File: config.mk
export PLATFORM = sky130hd
export DESIGN_NAME = xlr8_prbs_chk_fsm
export DESIGN_NICKNAME = d
export VERILOG_FILES = /design/src/rtl/xlr8_prbs_chk_pkg.sv /design/src/rtl/xlr8_prbs_chk_fsm.sv
export SDC_FILE = /design/constraint.sdc
export NUM_CORES = 1
export LEC_CHECK = 0
export BUFFER_PORTS_ARGS = -buffer_cell sky130_fd_sc_hd__buf_2
export CORE_MARGIN = 2
export CORE_UTILIZATION = 53
export CTS_CLUSTER_SIZE = 25
export DETAILED_ROUTE_END_ITERATION = 10
export GPL_TIMING_DRIVEN = 0
export PLACE_DENSITY = 0.81
export SYNTH_ARGS = -nofsm -noshare
export SYNTH_HDL_FRONTEND = slang
export SYNTH_SLANG_ARGS = --single-unit
File: constraint.sdc
create_clock -name clk -period 2.7 [get_ports clk]
set_input_delay 0.27 -clock clk [delete_from_list [all_inputs] [get_ports clk]]
set_output_delay 0.27 -clock clk [all_outputs]
set_load 0.005 [all_outputs]
File: src/rtl/xlr8_prbs_chk_pkg.sv
// xlr8_prbs_chk_pkg: shared types, register bit positions and helper
// functions for the XLR8 PRBS receive checker.
package xlr8_prbs_chk_pkg;

    // Checker state, encoded exactly as reported in STAT[1:0]
    typedef enum logic [1:0] {
        IDLE   = 2'd0,
        HUNT   = 2'd1,
        VERIFY = 2'd2,
        LOCKED = 2'd3
    } chk_state_t;

    // CTRL register bits
    localparam int CTRL_EN_BIT  = 0;
    localparam int CTRL_CLR_BIT = 1;

    // STAT register bits (state occupies [1:0])
    localparam int STAT_ERR_BIT = 2;
    localparam int STAT_SAT_BIT = 3;

    // One LFSR advance: shift left, feedback is parity of the tapped bits
    function automatic logic [7:0] lfsr_step(input logic [7:0] x, input logic [7:0] taps);
        return {x[6:0], ^(x & taps)};
    endfunction

    // Number of set bits in a byte (0..8)
    function automatic logic [3:0] popcount8(input logic [7:0] x);
        logic [3:0] n;
        n = 4'd0;
        for (int i = 0; i < 8; i++) begin
            n = n + {3'd0, x[i]};
        end
        return n;
    endfunction

endpackage

File: src/rtl/xlr8_prbs_chk_fsm.sv
// xlr8_prbs_chk_fsm: stream synchroniser for the PRBS checker. Owns the
// checker state, the byte predictor and the verify/loss run counters, and
// emits a same-cycle error pulse with its increment for the top-level
// error counter. Optional macro XLR8_PRBS_CHK_BITERR_EN makes the
// increment the number of differing bits instead of one per byte.
module xlr8_prbs_chk_fsm
    import xlr8_prbs_chk_pkg::*;
#(
    parameter logic [7:0]  TAPS     = 8'hB8,
    parameter int unsigned LOCK_CNT = 3,
    parameter int unsigned LOSS_THR = 4
) (
    input  logic       clk,
    input  logic       rst,
    input  logic       clken,
    input  logic       ctrl_we,
    input  logic       en_cur,
    input  logic       en_new,
    input  logic       clr,
    input  logic       data_we,
    input  logic [7:0] data_byte,
    output chk_state_t state,
    output logic       err_pulse,
    output logic       lock_match,
    output logic [3:0] inc
);

    localparam logic [3:0] LOCK_N = 4'(LOCK_CNT);
    localparam logic [3:0] LOSS_N = 4'(LOSS_THR);

    logic [7:0] pred;
    logic [7:0] exp_byte;
    logic [3:0] vcnt;
    logic [3:0] lcnt;
    logic       data_act;

    assign exp_byte = lfsr_step(pred, TAPS);
    // A CTRL write wins if both decodes ever land on the same address
    assign data_act = clken && data_we && en_cur && !ctrl_we;

    // Per-byte verdict while locked; consumed by the error counter this edge
    always_comb begin
        err_pulse  = 1'b0;
        lock_match = 1'b0;
        if (data_act && state == LOCKED) begin
            err_pulse  = (data_byte != exp_byte);
            lock_match = (data_byte == exp_byte);
        end
`ifdef XLR8_PRBS_CHK_BITERR_EN
        inc = popcount8(data_byte ^ exp_byte);
`else
        inc = 4'd1;
`endif
    end

    // Sync state machine: control writes take precedence over stream bytes
    always_ff @(posedge clk) begin
        if (rst) begin
            state <= IDLE;
            pred  <= 8'h00;
            vcnt  <= 4'd0;
            lcnt  <= 4'd0;
        end else if (clken) begin
            if (ctrl_we) begin
                if (clr) begin
                    vcnt <= 4'd0;
                    lcnt <= 4'd0;
                end
                if (!en_new) begin
                    state <= IDLE;
                end else if (!en_cur || clr) begin
                    state <= HUNT;
                end
            end else if (data_act) begin
                case (state)
                    IDLE: ;
                    HUNT: begin
                        // All-zero is the LFSR lock-up value and cannot seed
                        if (data_byte != 8'h00) begin
                            pred  <= data_byte;
                            vcnt  <= 4'd0;
                            state <= VERIFY;
                        end
                    end
                    VERIFY: begin
                        if (data_byte == exp_byte) begin
                            pred <= exp_byte;
                            vcnt <= vcnt + 4'd1;
                            if (vcnt + 4'd1 == LOCK_N) begin
                                state <= LOCKED;
                                lcnt  <= 4'd0;
                            end
                        end else if (data_byte == 8'h00) begin
                            state <= HUNT;
                        end else begin
                            pred <= data_byte;
                            vcnt <= 4'd0;
                        end
                    end
                    LOCKED: begin
                        // Flywheel: the predictor never reseeds from data here
                        pred <= exp_byte;
                        if (data_byte == exp_byte) begin
                            lcnt <= 4'd0;
                        end else if (lcnt + 4'd1 == LOSS_N) begin
                            state <= HUNT;
                            lcnt  <= 4'd0;
                        end else begin
                            lcnt <= lcnt + 4'd1;
                        end
                    end
                    default: state <= IDLE;
                endcase
            end
        end
    end

endmodule

Word level (Yosys, flattened, before mapping):

Cells that the tools add are included.

* bits in registers: 18
* latch bits: 0
* bits in writable memories: 0
* ROM bits: 0
* bits of input ports: 16
* output and inout bits: 8
* memories: 0

* add/sub/neg operators: 2
* multipliers: 0
* div/mod/pow operators: 0
* $lt $le $gt $ge: 0
* equal/unequal tests: 19
* shift-type cells: 0
* muxes and demuxes: 31
* bitwise logic cells: 1
* reductions and logical operators: 19

Operators with widths (number)
* $mux 4: 12
* $mux 8: 3
* $pmux 8 s3: 1
* $mux 2: 10
* $reduce_and 6->1: 3
* $pmux 4 s2: 2
* $ne 3x3->1 const B: 5
* $ne 4x4->1 const B: 3
* $reduce_and 9->1: 1
* $reduce_bool 3->1: 3
* $add 4x1->4 const B: 2
* $eq 8x8->1: 1
* $logic_not 8->1: 1
* $ne 8x8->1: 1
* $reduce_bool 8->1: 1
* $reduce_xor 8->1: 1
* $ne 3x2->1 const B: 2
* $pmux 2 s3: 1
* $eq 2x2->1 const B: 2
* $eq 4x2->1 const B: 1
* $eq 4x3->1 const B: 1
* $logic_and 1x1->1: 4
* $reduce_bool 4->1: 1
* $eq 2x1->1 const B: 1
* other kinds (7): 9

Logic depth before layout (Yosys ltp):

* depth in word-level cells: 7
* gate-level depth with buffers: 9
* depth with buffers taken out: 8

Worst setup path after synthesis:

OpenSTA, ideal clock, no wires.

* path kind: reg-to-reg
* from: reg state[0]
* to: reg pred[0]
* data arrival time: 1949 ps
* required time: 2566 ps
* slack: 618 ps
* cell stages (with the launch flop): 10
* path buffers: 1
* clock period less this slack: 2082 ps
* path through: dfxtp_1 -> inv_1 -> ha_1 -> or2_2 -> o21ai_0 -> o21bai_1 -> o41ai_4 -> buf_6 -> nor2_1 -> a211oi_1

* longest elaborated chain between the ends: 3
* elaborated cells between the ends (all ways): 8
* classes of those cells: eq/ne: 5; mux: 1; reduce/logical: 2

Ends and longest elaborated chain
* start: declaration: RTL line xlr8_prbs_chk_fsm.sv:22 `output chk_state_t state,`
* start signal: assignment: RTL line xlr8_prbs_chk_fsm.sv:59 `state <= IDLE;`
* start signal: assignment: RTL line xlr8_prbs_chk_fsm.sv:70 `state <= IDLE;`
* start signal: assignment: RTL line xlr8_prbs_chk_fsm.sv:72 `state <= HUNT;`
* $eq 2x2->1 or $eq 2x1->1 (tied branches): RTL line xlr8_prbs_chk_fsm.sv:75 `case (state)`
* $ne 3x3->1 (no line), or another cell as far along
* $reduce_and 6->1 (no line)
* end signal: assignment: RTL line xlr8_prbs_chk_fsm.sv:80 `pred <= data_byte;`
* end signal: assignment: RTL line xlr8_prbs_chk_fsm.sv:87 `pred <= exp_byte;`
* end signal: assignment: RTL line xlr8_prbs_chk_fsm.sv:96 `pred <= data_byte;`
* end: declaration: RTL line xlr8_prbs_chk_fsm.sv:31 `logic [7:0] pred;`

Several ways; a longest one is shown, not always the timed one.
A chain may end at the register's enable or synchronous reset.

Final worst setup path:

* from: reg pred[4]
* to: reg vcnt[2]

* longest elaborated chain between the ends: 6
* elaborated cells between the ends (all ways): 8
* classes of those cells: eq/ne: 2; mux: 4; reduce/logical: 2

Ends and longest elaborated chain
* $reduce_xor 8->1: RTL line xlr8_prbs_chk_pkg.sv:23 `return {x[6:0], ^(x & taps)};`
* $eq 8x8->1 *: RTL line xlr8_prbs_chk_fsm.sv:86 `if (data_byte == exp_byte) begin`
* $mux 4: RTL line xlr8_prbs_chk_fsm.sv:86
* $pmux 4 s2: RTL line xlr8_prbs_chk_fsm.sv:75
* $mux 4: RTL line xlr8_prbs_chk_fsm.sv:74 `end else if (data_act) begin`
* $mux 4: RTL line xlr8_prbs_chk_fsm.sv:64 `if (ctrl_we) begin`
* end signal: assignment: RTL line xlr8_prbs_chk_fsm.sv:88 `vcnt <= vcnt + 4'd1;`
* end: declaration: RTL line xlr8_prbs_chk_fsm.sv:33 `logic [3:0] vcnt;`

Every way passes the cells marked *; elsewhere a longest branch is shown, timed or not. The select of a mux whose other input is x is not followed.

==> flow_summary.json <==
{
  "outcome": "complete, no violations",
  "dr.pass1.iters": 5,
  "ctsResizeCount": 0,
  "grt_max_degree": 11,
  "row_count": 19,
  "n_antenna_cell": 0,
  "fin_ws_ns": 0.212,
  "area_growth_pct": 11.4,
  "synth.distinct_cells": 52,
  "reg2reg_depth": 5,
  "fmax_ghz": 0.402,
  "dp.cells": 231,
  "cts.hold.buffers_added": 0,
  "clockBufferDepth": 2,
  "port_buffers": 17,
  "final.setup_skew_ns": 0.00660,
  "r2r_start": "pred[4]",
  "die_w_um": 56.6,
  "viasPerCell": 6.41,
  "power_mw": 0.545,
  "ys.flop_type": "dfxtp_1",
  "die_area_mm2": 0.00320,
  "clk_latency_ns": 0.31,
  "wl_per_cell_um": 16.5,
  "holdPathEnd": "pred[1]",
  "min_path_type": "primary input to flip-flop",
  "worst_pin_slew_ns": 0.878,
  "p_leak_nw": 0.636,
  "cts_tree": "built",
  "yosys_warnings": 0,
  "seq_area_um2": 360,
  "whs_path_depth": 3,
  "async_reset_ff_share_pct": 0,
  "post-route-util_pct": 60.8,
  "worstHoldStart": "data_byte[1]",
  "wl_met2_um": 1850,
  "initial_core_util_pct": 54.6,
  "synth_area_per_cell_um2": 8.10,
  "vdd_drop_max_mv": 0.273,
  "r2r_end": "vcnt[2]",
  "drive_above_1_share_pct": 15.7,
  "crit_path_start_kind": "flip-flop",
  "gp_congestion": 0.931,
  "die_height_um": 56.6,
  "synth_cells": 181,
  "setup_viol": 0,
  "core_mm2": 0.00269,
  "timing.final.crit_share_pct": 92.2,
  "top_level_ports": 24,
  "cts_root_buffer": "clkbuf_4",
  "synth_edf_count": 0,
  "multiInputGateArea_mm2": 0.00103,
  "critPathKind": "flip-flop to flip-flop",
  "top_layer": "met4",
  "syn-cell-area_mm2": 0.00147,
  "grt_pass1_vias": 1455,
  "grt.total_usage_pct": 25.3,
  "htree_levels": 1,
  "endpoint_kind": "flip-flop",
  "ant_nets": 0,
  "fillers": 258,
  "drv_cap": 0,
  "vias": 1506,
  "drc": 0,
  "ys_seq_elements": 18,
  "fin_crit_ns": 2.49,
  "cts.clk_slew.worst_paths_ns": 0.12,
  "cts_buffers": 3,
  "slew_headroom_pct": 41.0,
  "final_nets": 228,
  "reg2reg_slack_ns": 0.21,
  "path_cells": "xnor2_2, xor3_2, nor4_1, nand4b_1, a21oi_1",
  "slew_viol_final": 0,
  "drt-met1-wl_um": 1620,
  "antenna_found_initial": 0,
  "final_hold_viol_count": 0,
  "clock_sinks": 18,
  "fin_cells": 235,
  "max_stage_delay_ns": 0.75,
  "cp.required_ns": 2.92,
  "slowest_stage": "nor4_1",
  "grt_pass1_wl_um": 6440,
  "drt_iter0_drc": 86,
  "tns_ns": 0,
  "rsz0062_at_grt": "no",
  "cp.arrival_ns": 2.71,
  "power_density_mw_per_mm2": 333,
  "gr-total-overflow": 0,
  "finalWirelength_um": 3870,
  "cp_max_fo": 5,
  "met3_length_um": 263,
  "pre_cts_ws_ns": 0.311,
  "synth-seq-area-share_pct": 24.6,
  "dpl.hpwl_um": 2850,
  "post_cts_buffers": 0
}
worst max path at each step:
stage	start	endpoint
finish	pred[4]	vcnt[2]
detailed placement	state[0]	pred[4]
global route	state[0]	pred[6]
floorplan	state[0]	pred[0]
global placement	state[0]	pred[5]
CTS	state[0]	pred[4]
placed cells by master (no fill, tap or decap), types with 2 or more instances in the layout:
master,n
nor2_1,19
dfxtp_1,18
buf_2,17
nand2_1,14
a21oi_1,12
xnor2_1,10
nand3_1,8
o21ai_0,8
a22oi_1,8
a211oi_1,8
inv_1,7
ha_1,7
nand2b_1,5
buf_4,4
conb_1,4
nor4_1,3
a31oi_1,3
a21o_1,3
clkbuf_4,3
clkbuf_1,2
nand4_1,2
xor2_1,2
a32oi_1,2
nand3b_1,2
nor3_1,2
a311oi_1,2
kinds of logic after synthesis:
family                   after synthesis  synth area share (%)
AND/OR/NAND/NOR                       66                  23.6
AO/OA/AOI/OAI                         57                  27.6
multiplexers                           1                 0.683
flip-flops                            18                  24.6
buffers and inverters                 15                  5.38
XOR/XNOR                              15                  11.8
adder cells (fa/ha/maj)                7                  5.97
other                                  2                 0.512
worst max-delay path: cells and delay by family (launching register included):
family | cells | cell delay, ns
AOI/OAI and AO/OA | 1 | 0.26
xor gates and xnor gates | 2 | 0.78
DFF | 1 | 0.39
and+or+nand+nor | 2 | 0.97
through the flow:
stage	hold WS, ns	area, µm²
after global routing	0.389	1630
after floorplan	0.472	1470
after global placement	0.488	1600
after detailed placement	0.497	1600
final	0.362	1630
after CTS	0.372	1630
power breakdown:
part / internal [mW] / total (mW) / switching (mW)
logic: 0.0413 / 0.0947 / 0.0534
registers: 0.268 / 0.271 / 0.00299
clock network: 0.0824 / 0.179 / 0.0965
total: 0.392 / 0.545 / 0.153
Yosys cell counts, types with 2 or more instances:
master	n	area share [%]
nor2_1	19	4.9
dfxtp_1	18	25
nand2_1	14	3.6
a21oi_1	12	4.1
xnor2_1	10	6.0
a211oi_1	8	4.1
a22oi_1	8	4.1
nand3_1	8	2.7
o21ai_0	8	2.7
ha_1	7	6.0
inv_1	7	1.8
nand2b_1	5	2.1
buf_4	4	2.0
a21o_1	3	1.5
a31oi_1	3	1.3
nor4_1	3	1.3
a311oi_1	2	1.2
a32oi_1	2	1.2
clkbuf_1	2	0.51
conb_1	2	0.51
nand3b_1	2	1.0
nand4_1	2	0.85
nor3_1	2	0.68
xor2_1	2	1.2
metal layers:
layer | vias to the layer above | GRT usage [%]
met1 | 700 | 30.9
li1 | 712 | -
met3 | 21 | 3.92
met5 | - | 0
met4 | 0 | 13.3
met2 | 73 | 42.5
sequential cells by signal, indices dropped and copies added (netlist names):
name,cells
vcnt,4
lcnt,4
state,2
pred,8
area by class of cell:
type	instances	area share [%]
flip-flops and latches	18	22.1
repair buffers	17	5.21
multi-input cells	150	63.3
clock buffers	4	2.22
inverters	7	1.61
well taps	31	2.37
plain buffers	8	3.22
(Power assumes the default switching activity.)
